[src/rtl/meter_compositor_if.sv]
// Video-side bundle for meter_compositor: raw timing and sprite pixels in,
// composited RGB, realigned sync and frame status out.
interface meter_compositor_if #(
    parameter int NUM_LAYERS = 4
);
    logic                       hsync_in;
    logic                       vsync_in;
    logic                       blank_in;
    logic [NUM_LAYERS*24-1:0]   layer_pixels;
    logic [23:0]                bg_color;
    logic [NUM_LAYERS-1:0]      flash_mask;
    logic [23:0]                rgb;
    logic                       hsync_out;
    logic                       vsync_out;
    logic                       blank_out;
    logic [7:0]                 frame_count;
    logic                       frame_tick;

    modport master (
        output hsync_in, vsync_in, blank_in, layer_pixels, bg_color, flash_mask,
        input  rgb, hsync_out, vsync_out, blank_out, frame_count, frame_tick
    );
    modport slave (
        input  hsync_in, vsync_in, blank_in, layer_pixels, bg_color, flash_mask,
        output rgb, hsync_out, vsync_out, blank_out, frame_count, frame_tick
    );
endinterface

[src/rtl/meter_compositor.sv]
// Fixed-priority sprite compositor with sync realignment and frame counter.
// Optional layer flashing is built only when METER_FLASH_EN is defined.
module meter_compositor #(
    parameter int NUM_LAYERS   = 4,
    parameter int SYNC_DELAY   = 3,
    parameter int FLASH_PERIOD = 30
) (
    input  logic               pixel_clk,
    input  logic               reset,
    meter_compositor_if.slave  vif
);
    logic [SYNC_DELAY-1:0] hsync_pipe_q, hsync_pipe_d;
    logic [SYNC_DELAY-1:0] vsync_pipe_q, vsync_pipe_d;
    logic [SYNC_DELAY-1:0] blank_pipe_q, blank_pipe_d;
    logic [23:0]           rgb_q, rgb_d;
    logic                  vsync_prev_q, vsync_prev_d;
    logic                  frame_tick_q, frame_tick_d;
    logic [7:0]            frame_count_q, frame_count_d;
    logic                  vsync_rise;
    logic [NUM_LAYERS-1:0] suppress;
    logic [23:0]           comp;

    assign vsync_rise = vif.vsync_in & ~vsync_prev_q;

`ifdef METER_FLASH_EN
    localparam int FW = (FLASH_PERIOD > 1) ? $clog2(FLASH_PERIOD) : 1;
    logic [FW-1:0] flash_cnt_q, flash_cnt_d;
    logic          flash_phase_q, flash_phase_d;

    always_comb begin
        flash_cnt_d   = flash_cnt_q;
        flash_phase_d = flash_phase_q;
        if (vsync_rise) begin
            if (flash_cnt_q == FW'(FLASH_PERIOD - 1)) begin
                flash_cnt_d   = '0;
                flash_phase_d = ~flash_phase_q;
            end else begin
                flash_cnt_d = flash_cnt_q + FW'(1);
            end
        end
        suppress = flash_phase_q ? vif.flash_mask : '0;
    end

    always_ff @(posedge pixel_clk) begin
        if (reset) begin
            flash_cnt_q   <= '0;
            flash_phase_q <= 1'b0;
        end else begin
            flash_cnt_q   <= flash_cnt_d;
            flash_phase_q <= flash_phase_d;
        end
    end
`else
    logic unused_flash_mask;
    assign unused_flash_mask = ^vif.flash_mask;
    assign suppress          = '0;
`endif

    always_comb begin
        hsync_pipe_d    = hsync_pipe_q;
        vsync_pipe_d    = vsync_pipe_q;
        blank_pipe_d    = blank_pipe_q;
        hsync_pipe_d[0] = vif.hsync_in;
        vsync_pipe_d[0] = vif.vsync_in;
        blank_pipe_d[0] = vif.blank_in;
        for (int i = 1; i < SYNC_DELAY; i++) begin
            hsync_pipe_d[i] = hsync_pipe_q[i-1];
            vsync_pipe_d[i] = vsync_pipe_q[i-1];
            blank_pipe_d[i] = blank_pipe_q[i-1];
        end

        // Walk from lowest priority upward so the lowest qualifying index wins.
        comp = vif.bg_color;
        for (int i = NUM_LAYERS - 1; i >= 0; i--) begin
            if (vif.layer_pixels[24*i +: 24] != 24'h0 && !suppress[i])
                comp = vif.layer_pixels[24*i +: 24];
        end

        // Gate with the blank value entering the last stage so rgb and blank_out
        // land on the same cycle.
        rgb_d = blank_pipe_d[SYNC_DELAY-1] ? 24'h0 : comp;

        vsync_prev_d  = vif.vsync_in;
        frame_tick_d  = vsync_rise;
        frame_count_d = vsync_rise ? frame_count_q + 8'd1 : frame_count_q;
    end

    always_ff @(posedge pixel_clk) begin
        if (reset) begin
            hsync_pipe_q  <= '0;
            vsync_pipe_q  <= '0;
            blank_pipe_q  <= '1;
            rgb_q         <= '0;
            vsync_prev_q  <= 1'b0;
            frame_tick_q  <= 1'b0;
            frame_count_q <= '0;
        end else begin
            hsync_pipe_q  <= hsync_pipe_d;
            vsync_pipe_q  <= vsync_pipe_d;
            blank_pipe_q  <= blank_pipe_d;
            rgb_q         <= rgb_d;
            vsync_prev_q  <= vsync_prev_d;
            frame_tick_q  <= frame_tick_d;
            frame_count_q <= frame_count_d;
        end
    end

    assign vif.rgb         = rgb_q;
    assign vif.hsync_out   = hsync_pipe_q[SYNC_DELAY-1];
    assign vif.vsync_out   = vsync_pipe_q[SYNC_DELAY-1];
    assign vif.blank_out   = blank_pipe_q[SYNC_DELAY-1];
    assign vif.frame_count = frame_count_q;
    assign vif.frame_tick  = frame_tick_q;
endmodule

[src/flat_wrapper.sv]
// flat-port wrapper written by rule: the top's interface ports become plain ports
module meter_compositor_flat 
#(
    parameter int NUM_LAYERS   = 4,
    parameter int SYNC_DELAY   = 3,
    parameter int FLASH_PERIOD = 30
)
  (pixel_clk, reset, vif_hsync_in, vif_vsync_in, vif_blank_in, vif_layer_pixels, vif_bg_color, vif_flash_mask, vif_rgb, vif_hsync_out, vif_vsync_out, vif_blank_out, vif_frame_count, vif_frame_tick);
  meter_compositor_if #(.NUM_LAYERS(NUM_LAYERS)) vif_i ();
  input  logic pixel_clk;
  input  logic reset;
  input wire logic [$bits(vif_i.hsync_in)-1:0] vif_hsync_in;
  input wire logic [$bits(vif_i.vsync_in)-1:0] vif_vsync_in;
  input wire logic [$bits(vif_i.blank_in)-1:0] vif_blank_in;
  input wire logic [$bits(vif_i.layer_pixels)-1:0] vif_layer_pixels;
  input wire logic [$bits(vif_i.bg_color)-1:0] vif_bg_color;
  input wire logic [$bits(vif_i.flash_mask)-1:0] vif_flash_mask;
  output wire logic [$bits(vif_i.rgb)-1:0] vif_rgb;
  output wire logic [$bits(vif_i.hsync_out)-1:0] vif_hsync_out;
  output wire logic [$bits(vif_i.vsync_out)-1:0] vif_vsync_out;
  output wire logic [$bits(vif_i.blank_out)-1:0] vif_blank_out;
  output wire logic [$bits(vif_i.frame_count)-1:0] vif_frame_count;
  output wire logic [$bits(vif_i.frame_tick)-1:0] vif_frame_tick;
  assign vif_i.hsync_in = vif_hsync_in;
  assign vif_i.vsync_in = vif_vsync_in;
  assign vif_i.blank_in = vif_blank_in;
  assign vif_i.layer_pixels = vif_layer_pixels;
  assign vif_i.bg_color = vif_bg_color;
  assign vif_i.flash_mask = vif_flash_mask;
  assign vif_rgb = vif_i.rgb;
  assign vif_hsync_out = vif_i.hsync_out;
  assign vif_vsync_out = vif_i.vsync_out;
  assign vif_blank_out = vif_i.blank_out;
  assign vif_frame_count = vif_i.frame_count;
  assign vif_frame_tick = vif_i.frame_tick;
  meter_compositor #(.NUM_LAYERS(NUM_LAYERS), .SYNC_DELAY(SYNC_DELAY), .FLASH_PERIOD(FLASH_PERIOD)) u_core (.pixel_clk(pixel_clk), .reset(reset), .vif(vif_i));
endmodule
[config.mk]
export PLATFORM = sky130hd
export DESIGN_NAME = meter_compositor_flat
export DESIGN_NICKNAME = d
export VERILOG_FILES = /design/src/rtl/meter_compositor_if.sv /design/src/rtl/meter_compositor.sv /design/src/flat_wrapper.sv
export SDC_FILE = /design/constraint.sdc
export NUM_CORES = 1
export LEC_CHECK = 0
export CAP_MARGIN = 20
export CORE_MARGIN = 3
export CORE_UTILIZATION = 51
export CTS_CLUSTER_DIAMETER = 40
export DETAILED_ROUTE_END_ITERATION = 8
export DONT_BUFFER_PORTS = 1
export HOLD_SLACK_MARGIN = 0.06
export PLACE_DENSITY_LB_ADDON = 0.1
export RECOVER_POWER = 50
export SYNTH_ARGS = -nofsm -noshare
export SYNTH_HDL_FRONTEND = slang
export SYNTH_SLANG_ARGS = --single-unit
[constraint.sdc]
create_clock -name pixel_clk -period 1.9 [get_ports pixel_clk]
set_input_delay 0.57 -clock pixel_clk [delete_from_list [all_inputs] [get_ports pixel_clk]]
set_output_delay 0.57 -clock pixel_clk [all_outputs]
set_load 0.05 [all_outputs]
==> summary.md, run 1 <==
| Metric | Value |
|---|---|
| Status | `finished clean` |
| Switch share | `0.2166` |
| Met2 Track Usage GR | `0.3834` |
| Peak supply drop | `approximately 0.38 mV` |
| Fraction of layout cells with a size suffix above 1 | `0.2820` |
| Core area | `between 0.004 and 0.005 mm2` |
| Max-cap viol count | `0` |
| Worst R2R End | `u_core.vif.rgb[2]` |
| Most frequent cells in the layout | `dfxtp_1, nor2_1, nand2_1` |
| Synth Register Bits | `between 40 and 50` |
| Vias in the first global route | `around 2000` |
| Sequential fraction of the synthesis area | `0.3509` |
| Crit path max-delay cell type | `or4_4` |
| # IOs | `about 170` |
| Number of buffers created by CTS | `5` |
| Syn Nets | `approximately 380` |
| Max incr delay on CP | `about 540 ps` |
| Logic pwr share | `0.052` |
| Ys Warns | `0` |
| FF-to-FF path depth | `4` |
| Die width | `~75 um` |
| Final Critical Period | `roughly 1800 ps` |
| Post-CTS Setup Inserts | `0` |
| Critical-path cell list | `or4_4, nor2_4, buf_12, and2_1, buf_4, nor2_1, o31ai_2` |
| Grt peak-use layer | `met2` |
| Finished Layout Cells | `318` |
| Period utilisation layout | `0.9522` |
| Reg power frac | `0.505` |
| Final ANT Viol Nets | `0` |
| Commonest non-fill, non-tap cell in the layout | `dfxtp_1` |
| Clock skew | `about 7.6 ps` |
| Port Buffers | `0` |
| Row cnt | `24` |
| Placed cells | `310` |
| Gpl congestion | `between 0.8 and 0.9` |
| Hold Path Class | `in -> reg` |
| Max Clock Freq | `0.5527 GHz` |
| Top FF cell, synth | `dfxtp_1` |
| Antenna diodes | `0` |
| CTS max path bufs | `2` |
| Area growth syn-to-layout | `13.16%` |
| Final setup fails | `0` |
| TritonCTS clock tree | `built` |
| Rel. slew slack | `0.3213` |
| Drt drc | `0` |
| GR met3 Demand/Resource | `0.08784` |
| Final #Nets | `around 400` |
| Distinct cells, synth | `34` |
| Global-route wire length before repair | `approximately 9500 um` |
| Initial Util | `0.5391` |
| WL/cell | `between 20 and 25 um` |
| Switching power | `0.0004077 W` |
| Final hold slack | `approximately 340 ps` |
| Slew Viols, Final | `0` |
| Vias/cell | `6.560` |
| Largest net degree at the start of global routing | `26` |
| Worst Max-Slew Pin Slew | `slightly above 1000 ps` |
| Initial antenna violation count | `0` |
| Vias post-DR | `between 2000 and 2500` |
| RSZ-0062 raised after global routing | `false` |
| Synthesized instance count | `approximately 250` |
| Clk pwr share | `0.443` |
| Worst R2R Start | `u_core.blank_pipe_q[1]` |
| CP Capture Type | `register` |
| Setup CP Type | `in -> reg` |
| Critical Path Start | `vif_layer_pixels[28]` |
| Internal power | `0.001474 W` |
| Tot GR Track Use | `0.2281` |
| Crit path capture | `u_core.vif.rgb[16]` |
| DR pass1 iterations | `5` |
| Mapped cell area | `0.002396 mm2` |
| Die height | `between 70 and 80 um` |
| Synthesized area per cell | `roughly 9.4 um2` |
| Initial DRC Count | `84` |
| CTS sink cnt | `42` |
| Root Driver | `clkbuf_8` |
| Type of origin of the critical path | `input pin` |
| H-tree Lvls | `2` |
| Gr ovfl total | `0` |
| Critical Path RT | `2090 ps` |
| Final hold vios | `0` |
| Clock Latency Late Sink | `290 ps` |
| Power Density | `694.2 mW/mm2` |
| Worst EP arrival | `around 2000 ps` |
| P_leak | `0.9661 nW` |
| GR Util met1 | `0.2744` |
| Storage cell area | `approximately 840 um2` |
| CP max FO | `13` |
| Multi-input logic area | `~0.0015 mm2` |
| Clk pin slew, worst setup/hold paths | `80 ps` |
| R2r setup slk | `around 270 ps` |
| HPWL Detailed | `about 5600 um` |
| Final WL | `6771 um` |
| DIE AREA | `0.005556 mm2` |
| EDFF count, synth | `0` |
| # fillers | `about 400` |
| Post-synth ARST share | `0` |
[synthesized netlist by cell type (all sizes together), types with 2 or more instances]
library cell	number	area share
nor2	33	0.055
nor2b	8	0.021
nand3b	23	0.072
or4	2	0.0078
o21ai	2	0.0042
or2	2	0.0052
clkbuf	9	0.014
or3	2	0.0052
o31ai	23	0.11
nand2	30	0.047
a221oi	24	0.14
xor2	4	0.015
dfxtp	42	0.35
nand4	6	0.016
buf	9	0.030
nor4	23	0.074
a21oi	3	0.0063
[flip-flops by register name, indices dropped and copies added (netlist names)]
name and cells:
u_core.hsync_pipe_q 3, u_core.vif.frame_count 8, u_core.vsync_pipe_q 3, u_core.vif.frame_tick 1, u_core.vif.rgb 24, u_core.blank_pipe_q 3
[area by class of cell]
type	instances	share of cell area
tap	52	0.02400
sequential	42	0.3101
multi-input combinational	193	0.5381
clock buffer	5	0.02538
inverter	1	0.001384
clock inverter	3	0.02538
timing repair buffer	22	0.07568
[power by group through the flow]
stage	Combinational [W]	Clock, W	Sequential [W]
final	0.0000983	0.000833	0.000951
after global routing	0.000108	0.000885	0.000953
after CTS	0.000104	0.000852	0.000951
after detailed placement	0.000103	0	0.000972
after global placement	0.000100	0	0.000971
after floorplan	0.0000718	0	0.000984
[repair_timing]
item | in CTS | in global routing
endpoints found under the setup margin | 1 | 0
gates resized for setup | 1 | 0
hold buffers | 0 | 0
[worst min-delay path by stage]
stage                                 startpoint                     end  slack [ps]  depth (start not counted)
after floorplan           u_core.blank_pipe_q[0]  u_core.blank_pipe_q[1]         390                          1
after global placement    u_core.blank_pipe_q[0]  u_core.blank_pipe_q[1]         390                          1
after detailed placement  u_core.blank_pipe_q[0]  u_core.blank_pipe_q[1]         400                          1
after CTS                                  reset  u_core.hsync_pipe_q[1]         330                          1
after global routing                       reset  u_core.hsync_pipe_q[2]         320                          1
final                                      reset  u_core.hsync_pipe_q[1]         340                          1
[worst max-delay path: cells and delay by family]
family          cells  cell delay [ps]
buf+inv             2              320
compound gates      1              220
simple gates        4              880
[cells by family after synthesis]
kind of cell	count (synthesis)	synth area share
and+or+nand+nor	133	0.3138
AOI/OAI and AO/OA	53	0.2621
DFF	42	0.3509
buffers and inverters	19	0.04542
xor gates and xnor gates	5	0.01828
muxes	1	0.004178
adders and majority gates	1	0.005221
[metal layers]
metal  vias to the layer above  routed length, um  part of all wire
met2                       143               3328              0.49
li1                        989                  -                 -
met3                        11                809              0.12
met1                       943               2524              0.37
met5                         -                  0                 0
met4                         0                108             0.016
[per-stage QoR]
step / instance area, um2 / setup TNS (ps) / worst slack, ps / util / total power [W]
2_1_floorplan: 2417 / -235.7 / -11.99 / - / 0.001056
3_3_place_gp: 2590 / -4339 / -255.2 / 0.5828 / 0.001072
3_5_place_dp: 2590 / -5430 / -282.7 / 0.5828 / 0.001075
4_1_cts: 2734 / 0 / 99.39 / 0.6151 / 0.001907
5_1_grt: 2711 / 0 / 8.016 / 0.6101 / 0.001946
6_report: 2711 / 0 / 90.76 / 0.6101 / 0.001882
No activity file was read; power rests on OpenSTA's default activity.
==> inputs of run 2 (changes only) <==
--- a/config.mk
+++ b/config.mk
@@ -11,9 +11,11 @@
 export CTS_CLUSTER_DIAMETER = 40
 export DETAILED_ROUTE_END_ITERATION = 8
 export DONT_BUFFER_PORTS = 1
+export GPL_TIMING_DRIVEN = 1
 export HOLD_SLACK_MARGIN = 0.06
 export PLACE_DENSITY_LB_ADDON = 0.1
 export RECOVER_POWER = 50
+export SLEW_MARGIN = 40
 export SYNTH_ARGS = -nofsm -noshare
 export SYNTH_HDL_FRONTEND = slang
 export SYNTH_SLANG_ARGS = --single-unit
==> results of run 2 <==
Final layout, timing and power as in run 1 (identical DEF).
